<file path="config.mk">
export PLATFORM = sky130hd
export DESIGN_NAME = interleaver_seq
export DESIGN_NICKNAME = d
export VERILOG_FILES = /design/src/rtl/interleaver_seq.sv
export SDC_FILE = /design/constraint.sdc
export NUM_CORES = 1
export LEC_CHECK = 0
export ABC_AREA = 1
export BUFFER_PORTS_ARGS = -buffer_cell sky130_fd_sc_hd__buf_4
export CAP_MARGIN = 20
export CORE_MARGIN = 1.5
export CORE_UTILIZATION = 42
export DETAILED_ROUTE_END_ITERATION = 7
export PLACE_DENSITY = 0.93
export REMOVE_ABC_BUFFERS = 1
export SETUP_SLACK_MARGIN = 0.3
export SYNTH_ARGS = -nofsm -noshare
export SYNTH_HDL_FRONTEND = slang
export SYNTH_SLANG_ARGS = --single-unit
</file>
<file path="constraint.sdc">
create_clock -name clk -period 2.2 [get_ports clk]
set_input_delay 0.44 -clock clk [delete_from_list [all_inputs] [get_ports clk]]
set_output_delay 0.44 -clock clk [all_outputs]
set_load 0.02 [all_outputs]
</file>
<file path="src/rtl/interleaver_seq.sv">
`timescale 1ns/1ps
// interleaver_seq: sequenced interleaver. Each cycle it produces a registered
// package of Z activation-memory addresses on a valid/ready handshake.
// The sweep-start table is held in flops and reset to SEED.
// Optional feature macro: INTLV_SEED_LOAD_EN adds a load port that rewrites
// one table row per transfer while the block is idle.
//
// Handshake: a package moves from producer to consumer on a rising edge where
// out_valid && out_ready. While out_valid is high and out_ready is low, the
// package, out_cycle, out_last and the cycle counter are all held. The load
// port follows the same rule with ld_valid/ld_ready.
module interleaver_seq #(
  parameter int P  = 32,
  parameter int FO = 2,
  parameter int Z  = 8,
  parameter logic [FO*Z*((P == Z) ? 1 : $clog2(P / Z))-1:0] SEED = '0,
  localparam int LOG_P    = $clog2(P),
  localparam int LOG_PBYZ = (P == Z) ? 1 : $clog2(P / Z),
  localparam int CPC      = P * FO / Z,
  localparam int CW       = $clog2(CPC),
  localparam int RW       = (FO == 1) ? 1 : $clog2(FO)
) (
  input  logic                 clk,
  input  logic                 reset,
  input  logic                 start,
  input  logic                 continuous,
  output logic                 out_valid,
  input  logic                 out_ready,
  output logic [LOG_P*Z-1:0]   mem_index_pkg,
  output logic [CW-1:0]        out_cycle,
  output logic                 out_last,
`ifdef INTLV_SEED_LOAD_EN
  input  logic                 ld_valid,
  input  logic [RW-1:0]        ld_row,
  input  logic [Z*LOG_PBYZ-1:0] ld_data,
  output logic                 ld_ready,
`endif
  output logic                 busy
);

  localparam int TW = FO * Z * LOG_PBYZ;

  typedef enum logic {IDLE, RUN} state_e;

  state_e                state_q, state_d;
  logic [CW-1:0]         c_q, c_d;
  logic                  out_valid_q, out_valid_d;
  logic [LOG_P*Z-1:0]    pkg_q, pkg_d;
  logic [CW-1:0]         cycle_q, cycle_d;
  logic                  last_q, last_d;

  logic [TW-1:0]         tbl;
  logic [RW-1:0]         row;
  logic [LOG_PBYZ-1:0]   sweep_ofs;
  logic [LOG_PBYZ-1:0]   sweep;
  logic [LOG_P*Z-1:0]    pkg_next;

`ifdef INTLV_SEED_LOAD_EN
  logic [TW-1:0] tbl_q, tbl_d;

  assign tbl      = tbl_q;
  assign ld_ready = (state_q == IDLE);

  // Row write from the load port; only accepted while idle.
  always_comb begin
    tbl_d = tbl_q;
    if (ld_valid && ld_ready && (int'(ld_row) < FO)) begin
      tbl_d[int'(ld_row)*Z*LOG_PBYZ +: Z*LOG_PBYZ] = ld_data;
    end
  end

  // Table flops, restored to SEED on reset.
  always_ff @(posedge clk) begin
    if (reset) tbl_q <= SEED;
    else       tbl_q <= tbl_d;
  end
`else
  assign tbl = SEED;
`endif

  // Counter split: upper bits pick the table row, lower bits are the sweep
  // offset i/Z (wt mod P only depends on c mod P/Z since Z divides P).
  assign row       = RW'(c_q >> LOG_PBYZ);
  assign sweep_ofs = c_q[LOG_PBYZ-1:0];

  // Address package for the current counter value; the LOG_PBYZ-bit sum wraps
  // naturally, which is the mod P/Z. Lane k always keeps k as its low part.
  always_comb begin
    pkg_next = '0;
    sweep    = '0;
    for (int k = 0; k < Z; k++) begin
      if (P == Z) begin
        pkg_next[LOG_P*k +: LOG_P] = LOG_P'(k);
      end else begin
        sweep = tbl[(int'(row)*Z + k)*LOG_PBYZ +: LOG_PBYZ] + sweep_ofs;
        pkg_next[LOG_P*k +: LOG_P] = LOG_P'(int'(sweep) * Z + k);
      end
    end
  end

  // Next-state logic for the sequencer and its registered outputs.
  always_comb begin
    state_d     = state_q;
    c_d         = c_q;
    out_valid_d = out_valid_q;
    pkg_d       = pkg_q;
    cycle_d     = cycle_q;
    last_d      = last_q;
    case (state_q)
      IDLE: begin
        // A package left over from the last pass drains here.
        if (out_valid_q && out_ready) out_valid_d = 1'b0;
        if (start) begin
          state_d = RUN;
          c_d     = '0;
        end
      end
      RUN: begin
        if (!out_valid_q || out_ready) begin
          out_valid_d = 1'b1;
          pkg_d       = pkg_next;
          cycle_d     = c_q;
          last_d      = (c_q == CW'(CPC - 1));
          if (c_q == CW'(CPC - 1)) begin
            c_d = '0;
            if (!continuous) state_d = IDLE;
          end else begin
            c_d = c_q + 1'b1;
          end
        end
      end
      default: state_d = IDLE;
    endcase
  end

  // State and output registers; reset discards any pending package.
  always_ff @(posedge clk) begin
    if (reset) begin
      state_q     <= IDLE;
      c_q         <= '0;
      out_valid_q <= 1'b0;
      pkg_q       <= '0;
      cycle_q     <= '0;
      last_q      <= 1'b0;
    end else begin
      state_q     <= state_d;
      c_q         <= c_d;
      out_valid_q <= out_valid_d;
      pkg_q       <= pkg_d;
      cycle_q     <= cycle_d;
      last_q      <= last_d;
    end
  end

  assign out_valid     = out_valid_q;
  assign mem_index_pkg = pkg_q;
  assign out_cycle     = cycle_q;
  assign out_last      = last_q;
  assign busy          = (state_q == RUN);

endmodule

</file>
== Word-level counts from Yosys, hierarchy flattened ==
Index checks and enable logic that the tools add are counted.

* Memory bits (read-only): 0
* Bits in writable memories: 0
* Output and inout bits: 46
* Register bits: 46
* Word-level logic and storage cells: 60
* Memories: 0
* Input bits: 5
* Latch bits: 0

* Bitwise gates (word level): 1
* Shifts and indexed selects: 8
* Eq/ne operators: 4
* Add/subtract/negate cells: 23
* Multipliers: 0
* Magnitude comparators: 0
* Div/mod/pow operators: 0
* Mux-type cells: 12
* Reduce and logical (&&, ||, !) cells: 6

{| class="wikitable"
|+ Operator list
! operator !! number
|-
| 32-bit by 7-bit indexed part select with 2-bit output (first input constant) || 7
|-
| 32-bit by 6-bit indexed part select with 2-bit output (first input constant) || 1
|-
| 4-bit by 3-bit adder with 5-bit output (second input constant) || 4
|-
| 5-bit by 3-bit adder with 5-bit output (second input constant) || 4
|-
| 2-bit adder || 8
|-
| 4-bit by 2-bit adder with 5-bit output (second input constant) || 2
|-
| 5-bit by 2-bit adder with 5-bit output (second input constant) || 2
|-
| 3-bit two-way mux || 3
|-
| 1-bit two-way mux || 6
|-
| 3-bit one-hot mux with 2 select lines || 1
|-
| 2-bit AND reduction || 3
|-
| 4-bit by 1-bit adder with 5-bit output (second input constant) || 1
|-
| 5-bit by 1-bit adder with 5-bit output (second input constant) || 1
|-
| 2-bit != test (second input constant) || 2
|-
| 1-bit one-hot mux with 2 select lines || 2
|-
| 3-bit by 1-bit adder with 3-bit output (second input constant) || 1
|-
| 3-bit == test (second input constant) || 1
|-
| 2-bit by 1-bit != test with 1-bit output (second input constant) || 1
|-
| 1-bit logical AND || 1
|-
| 1-bit zero test || 1
|-
| 1-bit logical OR || 1
|-
| 1-bit inverter || 1
|}

== Logic depth before layout (Yosys ltp) ==
Gate-level depths: netlist of the first run.

* Depth after elaboration: 4
* Gate-level depth with buffers: 7
* Gate-level depth less buffers: 7

== Least setup slack after synthesis of the first run ==
No wires, ideal clock.

* Path type: register -> output
* From: register mem_index_pkg[37] (netlist name)
* To: output mem_index_pkg[11]
* Data arrival time: 818 ps
* Stages on the path, launching flop included: 2
* Data required time: 1760 ps
* Path slack: 942 ps
* Cells stage by stage: dfxtp_1 -> buf_4

{| class="wikitable"
|+ RTL lines
! item !! RTL line !! RTL
|-
| to (decl) || 29 || <nowiki>output logic [LOG_P*Z-1:0] mem_index_pkg,</nowiki>
|}

==> results.sh, run 1 <==
export IMPL_cts_clk_slew_worst_paths_ns=0.06
export IMPL_grt_remaining_overflow=0
export IMPL_post_cts_resized=0
export IMPL_globalplace_congestion=0.720
export IMPL_stdcell_count=119
export IMPL_yosys_warnings=0
export IMPL_drt_pre_antenna_iters=4
export IMPL_critical_path_max_stage_delay_ns=0.54
export IMPL_crit_path_start_kind="register"
export IMPL_postCtsSetupBuffers=0
export IMPL_timing_final_setup_violations=0
export IMPL_wl_per_cell_um=10.2
export IMPL_worstSetupPathType="reg -> out"
export IMPL_post_synth_main_area_contributors="sky130_fd_sc_hd__buf_4, sky130_fd_sc_hd__dfxtp_1, sky130_fd_sc_hd__nor2_1, sky130_fd_sc_hd__a21oi_1, sky130_fd_sc_hd__ha_1"
export IMPL_drt_vias_per_instance=4.40
export IMPL_final_core_utilization=0.504
export IMPL_initial_antenna_violation_count=0
export IMPL_period_needed_ns=1.46
export IMPL_n_antenna_cell=0
export IMPL_synth_enable_flop_cells=0
export IMPL_drive_above_1_share=0.437
export IMPL_avgSynthCellArea_um2=7.69
export IMPL_detail_route_wirelength_um=1220
export IMPL_number_of_global_route_vias_before_repair=444
export IMPL_port_buffers=38
export IMPL_postSynthCellCount=90
export IMPL_flow_area_growth_from_synthesis_pct=11.0
export IMPL_maxClockFrequency_mhz=686
export IMPL_n_fill_cell=156
export IMPL_cp_end_kind="primary output"
export IMPL_synth_simple_area_share=0.148
export IMPL_yosys_cell_count_top_type="sky130_fd_sc_hd__buf_4"
export IMPL_cp_required_ns=1.76
export IMPL_max_clock_path_buffers=2
export IMPL_arrival_ns=1.02
export IMPL_gr_usage_all_layers=0.135
export IMPL_asyncSetResetFlopFracSynth=0
export IMPL_final_setup_tns_ns=0
export IMPL_cp_slowest_cell="sky130_fd_sc_hd__dfxtp_1"
export IMPL_mappedNetlistArea_um2=692
export IMPL_dpl_cell_count=116
export IMPL_std_cell_rows=14
export IMPL_synth_flop_cell="sky130_fd_sc_hd__dfxtp_1"
export IMPL_synth_distinct_cells=13
export IMPL_pin_count_of_the_biggest_net_entering_global_routing=14
export IMPL_cts_made_buffers=3
export IMPL_vdd_ir_drop_worst_mv=0.279
export IMPL_synth_largest_area_cell="sky130_fd_sc_hd__buf_4"
export IMPL_die_x_um=43.6
export IMPL_tritoncts="yes"
export IMPL_outcome="completed"
export IMPL_rsz0062_at_grt="no"
export IMPL_synth_fa_ha_area_frac=0.0362
export IMPL_drt_first_iter_violations=10
export IMPL_io_pins=51
export IMPL_yosys_area_top_type_share=0.423
export IMPL_postRouteAntennaNets=0
export IMPL_hold_viol_final=0
export IMPL_initial_utilization=0.454
export IMPL_design_power_total_mw=0.527
export IMPL_routed_via_count=524
export IMPL_hpwlAfterDp_um=996
export IMPL_die_h_um=43.6
export IMPL_core_area_mm2=0.00152
export IMPL_holdCritPathClass="in -> reg"
export IMPL_multiInputGateArea_um2=218
export IMPL_grt_pass1_wl_um=1870
export IMPL_hold_worst_slack_ns=0.376
export IMPL_multiplexer_share_of_the_synthesized_area=0
export IMPL_leakage_nw=0.433
export IMPL_die_area_mm2=0.00190
export IMPL_worstPathMaxFanout=13
export IMPL_cp_cell_sequence="buf_4"
export IMPL_cp_num_buf_inv=1
export IMPL_worstSkewPairLatency_ns=0.26
export IMPL_power_density_cell_area_mw_per_mm2=686
export IMPL_synth_top_family_by_area="buffers and inverters"
export IMPL_timing_final_max_slew_violations=0
export IMPL_fin_worst_skew_ns=0.000589
export IMPL_worst_path_dominant_cell_family="flip-flops"
export IMPL_synth_seq_cells=10
export IMPL_post_synth_most_frequent_cells="sky130_fd_sc_hd__buf_4, sky130_fd_sc_hd__nor2_1, sky130_fd_sc_hd__dfxtp_1"
export IMPL_max_cap_viol_count=0
export IMPL_post_route_drc_count=0
export IMPL_clock_sink_count=10
export IMPL_period_share=0.662
export IMPL_post_synth_xor_area_fraction=0
export IMPL_cts_root_buffer_cell="sky130_fd_sc_hd__clkbuf_4"
export IMPL_regArea_um2=200
export IMPL_post_cts_hold_buffer_count=0
export IMPL_fraction_of_the_mapped_netlist_area_in_compound_gates=0.0651
export IMPL_ctsHtreeMaxLevel=1
export IMPL_synth_yosys_seq_area_share=0.289
export IMPL_nets=112
==> per-layer routing <==
layer	wire [µm]	vias to the layer above	share of wire	GRT usage
met5	0	-	0	0
met4	18	0	0.015	0.0727
met3	168	3	0.14	0.0375
met2	615	42	0.51	0.235
met1	414	223	0.34	0.146
li1	-	256	-	-
==> registers in the layout, summed over array words and instances (netlist names) <==
signal and count:
out_valid 1, out_cycle 3, mem_index_pkg 1, c_q 3, busy 1, out_last 1
==> cells in the final DEF, fill, tap and decap left out, types with 3 or more instances in the layout <==
master / netlist / final
sky130_fd_sc_hd__nand3_1: 5 / 5
sky130_fd_sc_hd__nand2_1: 4 / 4
sky130_fd_sc_hd__dfxtp_1: 10 / 10
sky130_fd_sc_hd__buf_4: 39 / 38
sky130_fd_sc_hd__o21ai_0: 4 / 4
sky130_fd_sc_hd__a21oi_1: 5 / 5
sky130_fd_sc_hd__conb_1: 1 / 12
sky130_fd_sc_hd__clkbuf_4: 0 / 3
sky130_fd_sc_hd__inv_1: 4 / 4
sky130_fd_sc_hd__nor2_1: 12 / 12
==> layout make-up <==
cell class / count / area share
multi-input cells: 46 / 0.283
flip-flops and latches: 10 / 0.261
repair buffers: 38 / 0.371
inverters: 6 / 0.0293
clock buffers: 3 / 0.0293
well taps: 16 / 0.0261
==> worst paths after layout <==
check | startpoint | endpoint | slack (ns) | depth (start not counted)
setup / recovery | mem_index_pkg[37]$_SDFFE_PP0P_ | mem_index_pkg[16] | 0.74 | 1
hold / removal | reset | out_valid$_SDFFE_PP0P_ | 0.38 | 2
setup reg to reg | c_q[0]$_SDFFE_PP0P_ | c_q[0]$_SDFFE_PP0P_ | 1.05 | 7
hold reg to reg | out_cycle[2]$_SDFFE_PP0P_ | out_cycle[2]$_SDFFE_PP0P_ | 0.49 | 2
==> through the flow <==
stage | setup slack (ns) | cell area [µm²]
global route | 0.678 | 768
global placement | 1.04 | 746
finish | 0.743 | 768
floorplan | -0.0668 | 440
CTS | 0.731 | 768
detailed placement | 0.983 | 746
==> kinds of logic (layout without fill, tap and decap cells) <==
group / after synthesis / count (layout)
other: 1 / 12
adder cells (fa/ha/maj): 2 / 2
AND/OR/NAND/NOR: 23 / 23
flip-flops: 10 / 10
AO/OA/AOI/OAI: 9 / 9
buffers and inverters: 45 / 47
==> power breakdown <==
group | switching, mW | total (mW) | leakage, nW | internal [mW]
clock network | 0.0594 | 0.122 | 0.0138 | 0.0631
registers | 0.0182 | 0.212 | 0.0824 | 0.193
logic | 0.120 | 0.193 | 0.337 | 0.0736
(Power assumes the default switching activity.)
==> run 2, diff against run 1 <==
--- a/config.mk
+++ b/config.mk
@@ -9,9 +9,9 @@
 export BUFFER_PORTS_ARGS = -buffer_cell sky130_fd_sc_hd__buf_4
 export CAP_MARGIN = 20
 export CORE_MARGIN = 1.5
-export CORE_UTILIZATION = 42
+export CORE_UTILIZATION = 39
 export DETAILED_ROUTE_END_ITERATION = 7
-export PLACE_DENSITY = 0.93
+export PLACE_DENSITY = 0.88
 export REMOVE_ABC_BUFFERS = 1
 export SETUP_SLACK_MARGIN = 0.3
 export SYNTH_ARGS = -nofsm -noshare
==> constraint.sdc (replaced) <==
create_clock -name clk -period 1.4 [get_ports clk]
set_input_delay 0.28 -clock clk [delete_from_list [all_inputs] [get_ports clk]]
set_output_delay 0.28 -clock clk [all_outputs]
set_load 0.02 [all_outputs]
==> run 2 against run 1 <==
  * Die area rose by 7.1%
  * Combinational power rose by 63%
  * Critical path type unchanged
  * Largest cell class unchanged
  * Global-route usage fell by 0.74 points
  * Sequential power rose by 56%
  * Non-clock buffer count rose by 1
==> results.sh, run 2 (synthesis results as in run 1) <==
export IMPL_wl_per_cell_um=10.5
export IMPL_multiInputGateArea_um2=248
export IMPL_timing_final_max_slew_violations=0
export IMPL_cts_clk_slew_worst_paths_ns=0.06
export IMPL_final_critical_path_setup_slack_ns=0.288
export IMPL_io_pins=51
export IMPL_worstSkewPairLatency_ns=0.27
export IMPL_post_route_drc_count=0
export IMPL_cp_required_ns=1.12
export IMPL_outcome="completed"
export IMPL_port_buffers=38
export IMPL_period_share=0.794
export IMPL_crit_path_start_kind="register"
export IMPL_max_cap_viol_count=0
export IMPL_initial_utilization=0.410
export IMPL_drt_first_iter_violations=6
export IMPL_std_cell_rows=15
export IMPL_hpwlAfterDp_um=924
export IMPL_clock_sink_count=10
export IMPL_leakage_nw=0.438
export IMPL_tritoncts="yes"
export IMPL_max_clock_path_buffers=2
export IMPL_gr_usage_all_layers=0.128
export IMPL_fin_worst_skew_ns=0.00347
export IMPL_die_area_mm2=0.00204
export IMPL_design_power_total_mw=0.841
export IMPL_period_needed_ns=1.11
export IMPL_nets=113
export IMPL_power_switching_fraction=0.376
export IMPL_die_x_um=45.1
export IMPL_worstPathMaxFanout=13
export IMPL_worstSetupPathType="reg -> out"
export IMPL_grt_remaining_overflow=0
export IMPL_layout_commonest_cell="sky130_fd_sc_hd__buf_4"
export IMPL_post_cts_hold_buffer_count=0
export IMPL_grt_pass1_wl_um=1750
export IMPL_cp_cell_sequence="buf_4"
export IMPL_ctsHtreeMaxLevel=1
export IMPL_number_of_global_route_vias_before_repair=416
export IMPL_cts_made_buffers=3
export IMPL_placement_setup_slack_ns=0.251
export IMPL_globalplace_congestion=0.782
export IMPL_switching_power_mw=0.316
export IMPL_cp_end_kind="primary output"
export IMPL_drt_vias_per_instance=4.45
export IMPL_combinational_power_share=0.374
export IMPL_n_fill_cell=168
export IMPL_flow_area_growth_from_synthesis_pct=19.2
export IMPL_drive_above_1_share=0.538
export IMPL_n_antenna_cell=0
export IMPL_detail_route_wirelength_um=1270
export IMPL_initial_antenna_violation_count=0
export IMPL_timing_final_setup_violations=0
export IMPL_routed_via_count=539
export IMPL_holdCritPathClass="in -> reg"
export IMPL_cts_root_buffer_cell="sky130_fd_sc_hd__clkbuf_4"
export IMPL_rsz0062_at_grt="yes"
export IMPL_share_of_power_burned_in_the_clock_network=0.233
export IMPL_seq_power_share=0.393
export IMPL_critical_path_max_stage_delay_ns=0.41
export IMPL_internal_power_mw=0.525
export IMPL_mostFrequentLayoutCells="sky130_fd_sc_hd__buf_4, sky130_fd_sc_hd__nor2_1, sky130_fd_sc_hd__conb_1"
export IMPL_postRouteAntennaNets=0
export IMPL_cp_slowest_cell="sky130_fd_sc_hd__dfxtp_4"
export IMPL_core_area_mm2=0.00169
export IMPL_worst_path_dominant_cell_family="flip-flops"
export IMPL_pin_count_of_the_biggest_net_entering_global_routing=14
export IMPL_power_density_cell_area_mw_per_mm2=1020
export IMPL_cp_num_buf_inv=1
export IMPL_hold_viol_final=0
export IMPL_drt_pre_antenna_iters=4
export IMPL_arrival_ns=0.83
export IMPL_die_h_um=45.1
export IMPL_regArea_um2=218
export IMPL_maxClockFrequency_mhz=899
export IMPL_vdd_ir_drop_worst_mv=0.416
-- run 2: cell types whose count changed in the layout (fill, tap and decap cells not counted), moves of 2 or more --
cell | before | now
sky130_fd_sc_hd__dfxtp_2 | 0 | 2
sky130_fd_sc_hd__ha_1 | 2 | 0
sky130_fd_sc_hd__ha_4 | 0 | 2
sky130_fd_sc_hd__dfxtp_1 | 10 | 4
sky130_fd_sc_hd__dfxtp_4 | 0 | 4
-- run 2: repair_timing --
action                                  CTS  global route
endpoints found under the setup margin   33            32
resized for setup                        12             4
pin swaps                                 1             3
setup buffers                             1             0
-- run 2: path summary, 6_finish.rpt --
kind | from | endpoint | slack [ns] | cells after the start
worst max register to register | c_q[1]$_SDFFE_PP0P_ | c_q[0]$_SDFFE_PP0P_ | 0.31 | 7
worst max-delay path | mem_index_pkg[37]$_SDFFE_PP0P_ | mem_index_pkg[15] | 0.29 | 1
worst min register to register | out_last$_SDFFE_PP0P_ | out_last$_SDFFE_PP0P_ | 0.48 | 2
worst min-delay path | reset | c_q[1]$_SDFFE_PP0P_ | 0.20 | 2
-- run 2: cell type report --
cell class                      instances  share of cell area
Clock buffer                            3              0.0273
Inverter                                6              0.0273
Multi-Input combinational cell         46               0.300
Sequential cell                        10               0.264
Tap cell                               17              0.0258
Timing Repair Buffer                   39               0.355
-- run 2: through the flow --
step	util	TNS [ns]	hold WS, ns	instance area [µm²]	instances
2_1_floorplan	-	-15.67	0.349	440	62
3_3_place_gp	0.442	0	0.452	747	117
3_5_place_dp	0.442	0	0.464	747	117
4_1_cts	0.475	0	0.208	802	121
5_1_grt	0.488	0	0.208	825	121
6_report	0.488	0	0.198	825	121
-- run 2: power groups by stage --
stage	logic, mW	registers [mW]	clock network (mW)
floorplan	0.0703	0.435	0
global placement	0.298	0.337	0
detailed placement	0.302	0.339	0
CTS	0.313	0.328	0.195
global route	0.337	0.335	0.216
finish	0.315	0.330	0.196
-- run 2: per-layer routing --
metal  track usage  share of wire
met5             0              0
met4         0.106          0.039
met3        0.0480           0.12
met2         0.223           0.50
met1         0.115           0.35
